<file path="config.mk">
export PLATFORM = sky130hd
export DESIGN_NAME = stopwatch_ctrl
export DESIGN_NICKNAME = d
export VERILOG_FILES = /design/src/rtl/stopwatch_ctrl.sv
export SDC_FILE = /design/constraint.sdc
export NUM_CORES = 1
export LEC_CHECK = 0
export BUFFER_PORTS_ARGS = -buffer_cell sky130_fd_sc_hd__buf_2
export CAP_MARGIN = 25
export CORE_AREA = 2 2 85 87
export CTS_CLUSTER_DIAMETER = 60
export DETAILED_ROUTE_END_ITERATION = 16
export DIE_AREA = 0 0 87 89
export PLACE_DENSITY = 0.67
export SYNTH_ARGS = -nofsm -noshare
export SYNTH_HDL_FRONTEND = slang
export SYNTH_SLANG_ARGS = --single-unit
</file>
<file path="constraint.sdc">
create_clock -name CLK -period 4.8 [get_ports CLK]
set_clock_uncertainty 0.2 [all_clocks]
set_input_delay 0.72 -clock CLK [delete_from_list [all_inputs] [get_ports CLK]]
set_output_delay 0.72 -clock CLK [all_outputs]
set_load 0.005 [all_outputs]
</file>
<file path="src/rtl/stopwatch_ctrl.sv">
// rtl/stopwatch_ctrl.sv - stopwatch front end: key sync/debounce/press, tick divider, IDLE/RUN/PAUSED FSM
// Optional lap key and lap output enabled by defining STOPWATCH_LAP_EN.
module stopwatch_ctrl #(
  parameter int CLK_HZ    = 50000000,
  parameter int TICK_HZ   = 100,
  parameter int DB_CYCLES = 1000000
) (
  input  logic       CLK,
  input  logic       rst,
  input  logic       key_start_n,
  input  logic       key_clr_n,
`ifdef STOPWATCH_LAP_EN
  input  logic       key_lap_n,
  output logic       lap,
`endif
  output logic       en,
  output logic       pause,
  output logic       clr,
  output logic [1:0] state
);

  localparam int DIV   = CLK_HZ / TICK_HZ;
  localparam int DIV_W = (DIV > 1) ? $clog2(DIV) : 1;
  localparam int DB_W  = (DB_CYCLES > 1) ? $clog2(DB_CYCLES) : 1;
`ifdef STOPWATCH_LAP_EN
  localparam int NK = 3;
`else
  localparam int NK = 2;
`endif

  typedef enum logic [1:0] {
    S_IDLE   = 2'b00,
    S_RUN    = 2'b01,
    S_PAUSED = 2'b10
  } state_t;

  // Key index 0 = start, 1 = clear, 2 = lap (when present)
  logic [NK-1:0]   w_raw;
  logic [NK-1:0]   r_sync1;
  logic [NK-1:0]   r_sync2;
  logic [NK-1:0]   r_db;
  logic [NK-1:0]   r_db_prev;
  logic [DB_W-1:0] r_db_cnt [NK];
  logic [NK-1:0]   w_press;

  logic [DIV_W-1:0] r_div_cnt;
  logic             w_en;

  state_t r_state;
  logic   r_pause;
  logic   r_clr;

`ifdef STOPWATCH_LAP_EN
  logic r_lap;
  assign w_raw = {key_lap_n, key_clr_n, key_start_n};
  assign lap   = r_lap;
`else
  assign w_raw = {key_clr_n, key_start_n};
`endif

  always_ff @(posedge CLK) begin
    if (rst) begin
      r_sync1   <= '1;
      r_sync2   <= '1;
      r_db      <= '1;
      r_db_prev <= '1;
      for (int k = 0; k < NK; k++) r_db_cnt[k] <= '0;
    end else begin
      r_sync1   <= w_raw;
      r_sync2   <= r_sync1;
      r_db_prev <= r_db;
      for (int k = 0; k < NK; k++) begin
        if (r_sync2[k] != r_db[k]) begin
          if (r_db_cnt[k] == DB_W'(DB_CYCLES - 1)) begin
            r_db[k]     <= r_sync2[k];
            r_db_cnt[k] <= '0;
          end else begin
            r_db_cnt[k] <= r_db_cnt[k] + DB_W'(1);
          end
        end else begin
          r_db_cnt[k] <= '0;
        end
      end
    end
  end

  // One-cycle pulse in the cycle after a debounced 1->0 edge
  assign w_press = r_db_prev & ~r_db;

  always_ff @(posedge CLK) begin
    if (rst) begin
      r_div_cnt <= '0;
    end else if (w_en) begin
      r_div_cnt <= '0;
    end else begin
      r_div_cnt <= r_div_cnt + DIV_W'(1);
    end
  end

  assign w_en = (r_div_cnt == DIV_W'(DIV - 1));

  // Clear press outranks start; clr stays up through the first en after it is raised
  always_ff @(posedge CLK) begin
    if (rst) begin
      r_state <= S_IDLE;
      r_pause <= 1'b1;
      r_clr   <= 1'b1;
`ifdef STOPWATCH_LAP_EN
      r_lap   <= 1'b0;
`endif
    end else if (w_press[1]) begin
      r_state <= S_IDLE;
      r_pause <= 1'b1;
      r_clr   <= 1'b1;
`ifdef STOPWATCH_LAP_EN
      r_lap   <= 1'b0;
`endif
    end else begin
      if (w_en) r_clr <= 1'b0;
      if (w_press[0]) begin
        case (r_state)
          S_IDLE:   begin r_state <= S_RUN;    r_pause <= 1'b0; end
          S_RUN:    begin r_state <= S_PAUSED; r_pause <= 1'b1; end
          S_PAUSED: begin r_state <= S_RUN;    r_pause <= 1'b0; end
          default:  begin r_state <= S_IDLE;   r_pause <= 1'b1; end
        endcase
`ifdef STOPWATCH_LAP_EN
        r_lap <= 1'b0;
      end else if (w_press[2] && (r_state == S_RUN)) begin
        r_lap <= ~r_lap;
`endif
      end
    end
  end

  assign en    = w_en;
  assign pause = r_pause;
  assign clr   = r_clr;
  assign state = r_state;

endmodule

</file>
==> results of run 1 <==
[critical path, cell delays in order, from the launching register on]
cell and delay, ns:
dfxtp_1 0.40, ha_1 0.25, and4_1 0.29, nand2_1 0.10, nor3_1 0.18, buf_2 0.15
[metrics by stage]
stage                     utilization  std cells
after global routing            0.593        492
after floorplan                     -        395
final                           0.593        492
after detailed placement        0.558        476
after global placement          0.557        475
after CTS                       0.593        492
[final cells by class]
cell class | instances | area (µm²)
fill | 600 | 2730
inverter | 16 | 60.1
timing repair buffer | 10 | 55.1
sequential | 71 | 1820
multi-input combinational | 299 | 1710
tap | 80 | 100
clock buffer | 9 | 124
clock inverter | 7 | 111
[registers in the layout (all words and copies together) (netlist names)]
register and count:
r_div_cnt 19, r_sync1 2, r_sync2 2, r_db 2, state 2, pause 1, clr 1, r_db_cnt 40
r_db_prev 2
[report_power, final]
| group | leakage, nW | switching, W | internal, W |
|---|---|---|---|
| clock network | 0.117 | 0.000218 | 0.000342 |
| logic | 0.579 | 0.0000251 | 0.0000163 |
| registers | 0.664 | 0.0000204 | 0.000660 |
| total | 1.36 | 0.000263 | 0.00102 |
[kinds of logic (layout without fill, tap and decap cells)]
| group | Yosys count | after routing | share of synthesized area |
|---|---|---|---|
| AO/OA/AOI/OAI | 40 | 40 | 0.0695 |
| flip-flops | 71 | 71 | 0.521 |
| XOR/XNOR | 40 | 40 | 0.100 |
| AND/OR/NAND/NOR | 176 | 176 | 0.267 |
| buffers and inverters | 25 | 42 | 0.0301 |
| other | 1 | 40 | 0.00107 |
| adder cells (fa/ha/maj) | 3 | 3 | 0.0107 |
[path summary, 6_finish.rpt]
| kind | from | depth (start not counted) | to |
|---|---|---|---|
| worst min-delay path | r_sync1[0] | 1 | r_sync2[0] |
| worst max register to register | r_db_cnt[1][12] | 4 | r_db_cnt[1][10] |
| worst min register to register | r_sync1[0] | 1 | r_sync2[0] |
| worst max-delay path | r_div_cnt[0] | 5 | en |
[placed cells by master (no fill, tap or decap), types with 2 or more instances in the layout]
master     netlist  final
nand3_1         23     23
or3_2            2      2
and4_1           2      2
nor3_1          10     10
nand4_1         15     15
nor2_1          51     51
a21oi_1         16     16
dfxtp_1         31     31
o21ai_0         14     14
nor4b_1          4      4
bufinv_16        0      3
and3_1           2      2
ha_1             3      3
buf_4            0      2
clkinv_2         0      2
xor2_1          15     15
o31ai_1          4      4
or2_2            6      6
buf_2            3      8
inv_1           16     16
and2_1           2      2
or3_1           10     10
nor4_1           5      5
conb_1           1     40
edfxtp_1        40     40
nand3b_1         3      3
clkbuf_8         0      9
or4_1           10     10
xnor2_1         25     25
nand2_1         24     24
[per-layer routing]
metal	track usage	share of wire
met1	0.219	0.48
met3	0.0314	0.024
met2	0.289	0.48
met5	0	0
met4	0.0881	0.016
[Yosys cell counts, types with 2 or more instances]
cell type / number / share of area
nor2_1: 51 / 0.055
edfxtp_1: 40 / 0.34
dfxtp_1: 31 / 0.18
xnor2_1: 25 / 0.063
nand2_1: 24 / 0.026
nand3_1: 23 / 0.033
a21oi_1: 16 / 0.023
inv_1: 16 / 0.017
nand4_1: 15 / 0.027
xor2_1: 15 / 0.038
o21ai_0: 14 / 0.020
nor3_1: 10 / 0.014
or3_1: 10 / 0.018
or4_1: 10 / 0.021
or2_2: 6 / 0.011
clkbuf_1: 5 / 0.0054
nor4_1: 5 / 0.0090
nor4b_1: 4 / 0.010
o31ai_1: 4 / 0.0086
buf_2: 3 / 0.0043
ha_1: 3 / 0.011
nand3b_1: 3 / 0.0064
and2_1: 2 / 0.0036
and3_1: 2 / 0.0036
and4_1: 2 / 0.0050
or3_2: 2 / 0.0043
==> impl_results.md, run 1 <==
- Max Cap Viol: 0
- Clock-pin slew on the worst setup and hold paths: 0.07 ns
- Core area: 6720 µm²
- Post_cts resized: 0
- Clk_lat worst skew: 0.33 ns
- CTS tree: yes
- Initial Utilization: 0.520
- Worst Path Max Fanout: 5
- Distinct cells, synth: 41
- Count of final setup violators: 0
- P per Cell Area: 321 nW/µm²
- Top FF cell, synth: edfxtp_1
- Period minus WS final: 2.61 ns
- Synth-to-Final Area Change: 14.1%
- RSZ-0062 raised after global routing: no
- Post-CTS setup buffer count: 0
- Row cnt: 30
- Synthesis Warnings: 0
- Initial antenna violation count: 0
- Vias in the first global route: 2468
- F_max: 383 MHz
- Die Area: 7740 µm²
- Tightest Pin Transition: 0.511 ns
- Status: complete, no violations
- Critical path capture point type: output pin
- Layout cells sized above 1: 0.0971
- First-pass GRT wire length: 10.6 mm
- Number of synthesized flops with an enable pin: 40
- DP Worst Slack: 2.22 ns
- DIE HEIGHT: 89 µm
- DRT antenna net count: 0
- CTS Sinks: 71
- FFs w/ async S/R, synth: 0
- Htree depth: 3
- Syn Inst Count: 356
- Wirelength per Cell: 12.6 µm
- Drt total wl: 6.21 mm
- Largest net degree at the start of global routing: 20
- CTS max path bufs: 2
- Sequential area share after synthesis: 0.521
- GP Congestion: 0.827
- Worst Path Arrival: 1.69 ns
- Setup CP Type: reg -> out
- WHS: 0.216 ns
- DRT iter0 DRCs: 125
- Setup slack after layout: 2.19 ns
- DR pass1 iterations: 4
- DR vias: 2600
- Synth Register Bits: 71
- CTS root buffer: clkbuf_8
- R2R Setup Slk: 2.21 ns
- Leakage power: 1.36 nW
- Max Slew Vio Count: 0
- GRT Total Usage: 0.174
- GRT Residual Overflow: 0
- Vias/cell: 5.28
- Antenna cells: 0
- Synthesized area per cell: 9.81 µm²
- Total CTS buffers: 9
- VDD IR-drop max: 0.220 mV
- Die X: 87 µm
- Total chip power: 0.00128 W
- Nets: 414
- Worst Path Required: 3.88 ns
- DP Area: 3750 µm²
- DP Wirelength: 4.46 mm
- Port buffer count: 8
- Max-slew headroom: 0.658
- Syn Std Cell Area: 3490 µm²
- HP Class: reg -> reg
- Fin Setup TNS: 0 ns
- Hold Fails Final Rpt: 0
- Final instance area: 3990 µm²
- Worst Setup Start Kind: register
- CTS Hold Buffers Added: 0
- DRC viols: 0
- Fraction of the cycle the final worst path needs: 0.544
- Ports: 9
No activity file was read; power rests on OpenSTA's default activity.
==> inputs of run 2 (changes only) <==
PLACE_DENSITY = 0.69   (was 0.67)
clock period = 2.1 ns   (was 4.8 ns; I/O delays follow)
==> impl_results.md, run 2 (synthesis results as in run 1) <==
- Commonest cells after routing, fill and taps aside: nor2_1, buf_4, edfxtp_1, conb_1, dfxtp_1
- R2R Setup Slk: -0.22 ns
- Die Area: 7740 µm²
- Row cnt: 30
- Max Slew Vio Count: 0
- Wirelength per Cell: 12.3 µm
- Clk_lat worst skew: 0.34 ns
- GP Congestion: 0.837
- Drt total wl: 6.67 mm
- WHS Path Cells: 2
- Largest net degree at the start of global routing: 20
- HP Class: in -> reg
- Clock-pin slew on the worst setup and hold paths: 0.08 ns
- GRT Total Usage: 0.179
- Worst Path Max Fanout: 19
- Fraction of the cycle the final worst path needs: 1.10
- RSZ-0062 raised after global routing: yes
- Initial antenna violation count: 0
- Vias in the first global route: 2540
- Port buffer count: 8
- Vias/cell: 5.15
- DP Area: 4110 µm²
- Layout cells sized above 1: 0.235
- Ports: 9
- Total CTS buffers: 9
- Die X: 87 µm
- Worst Path Arrival: 2.20 ns
- DP Worst Slack: -0.202 ns
- WHS: 0.0460 ns
- DP Wirelength: 4.77 mm
- Antenna cells: 0
- DR vias: 2796
- Period minus WS final: 2.32 ns
- Hold path startpoint: rst
- Biggest regs: r_db_cnt: 40 flops, r_div_cnt: 19 flops
- Worst Path Required: 1.99 ns
- Commonest non-fill, non-tap cell in the layout: nor2_1
- First-pass GRT wire length: 10.8 mm
- F_max: 431 MHz
- CTS tree: yes
- DIE HEIGHT: 89 µm
- CP peak stage delay: 0.55 ns
- CTS Sinks: 71
- Synth-to-Final Area Change: 29.5%
- Fill cell count: 552
- DR pass1 iterations: 6
- Count of final setup violators: 23
- Failing checks: setup timing
- Worst-path cell chain: or4b_1 > or4_4 > o21ai_4 > buf_12 > a21oi_1
- Setup CP Type: reg -> reg
- DRT antenna net count: 0
- Worst path slowest cell: or4_4
- Setup slack after layout: -0.218 ns
- Hold Fails Final Rpt: 0
- GRT Residual Overflow: 0
- Leakage power: 1.67 nW
- Final instance area: 4520 µm²
- Initial Utilization: 0.520
- WP buf/inv: 1
- Critical path capture point type: register
- Top reg by flops: r_db_cnt
- Htree depth: 3
- Worst Setup Start Kind: register
- P per Cell Area: 682 nW/µm²
- Register-to-Register Path Depth: 5
- Top Family by Delay on Critical Path: simple AND/OR/NAND/NOR gates
- DRT iter0 DRCs: 105
- R2R Path End: r_db_cnt[1][17]
- Status: finished, violations left
- Multi-input logic area: 1800 µm²
- VDD IR-drop max: 0.461 mV
- FF-to-FF Start: r_db_cnt[1][11]
- CTS max path bufs: 2
- Hold EP: r_div_cnt[4]
- Finished Core Util: 0.673
- CTS root buffer: clkbuf_8
- Max Cap Viol: 0
- Nets: 465
- Register area: 1830 µm²
- Max FFs per register: 40
- Core area: 6720 µm²
- DRC viols: 0
run 2: cell count changes in the layout (fill, tap and decap cells not counted), sizes merged:
cell / previous run / this run
inv: 16 / 17
clkbuf: 9 / 10
clkinvlp: 1 / 0
dlygate4sd3: 0 / 2
buf: 10 / 59
clkinv: 3 / 2
run 2: area by class of cell:
cell class / count / share of cell area
Multi-Input combinational cell: 299 / 0.399
Timing Repair Buffer: 61 / 0.104
Clock buffer: 10 / 0.0329
Inverter: 16 / 0.0133
Sequential cell: 71 / 0.404
Clock inverter: 6 / 0.0249
Tap cell: 80 / 0.0221
run 2: worst max path at each step:
stage | end | cells past startpoint | from | slack [ns]
2_1_floorplan | r_db_cnt[1][7] | 5 | r_db_cnt[1][11] | -0.27
3_3_place_gp | r_db_cnt[1][19] | 5 | r_db_cnt[1][11] | -0.17
3_5_place_dp | r_db_cnt[1][3] | 5 | r_db_cnt[1][11] | -0.20
4_1_cts | r_db_cnt[1][18] | 5 | r_db_cnt[1][11] | -0.21
5_1_grt | r_db_cnt[1][16] | 5 | r_db_cnt[1][11] | -0.29
6_report | r_db_cnt[1][17] | 5 | r_db_cnt[1][11] | -0.22
run 2: layer usage:
layer	share of wire	track usage	vias to the layer above
li1	-	-	1447
met1	0.47	0.218	1315
met2	0.49	0.299	22
met3	0.017	0.0342	12
met4	0.019	0.0994	0
met5	0	0	-
run 2: power breakdown:
part	switching, W	internal, W
logic	0.0000839	0.0000794
clock network	0.000520	0.000865
registers	0.0000314	0.00151
run 2: metrics by stage:
stage | setup TNS (ns) | instances | power (W)
after floorplan | -4.04 | 395 | 0.00165
after global placement | -3.29 | 519 | 0.00171
after detailed placement | -3.96 | 519 | 0.00172
after CTS | -3.97 | 539 | 0.00310
after global routing | -5.36 | 543 | 0.00319
final | -4.01 | 543 | 0.00309
run 2: what timing repair did:
action | 4_1_cts | 5_1_grt
setup buffers | 2 | 4
setup endpoints to repair | 28 | 39
hold endpoints to repair | 2 | 0
pin swaps | 2 | 9
gates resized for setup | 4 | 19
hold buffers | 2 | 0
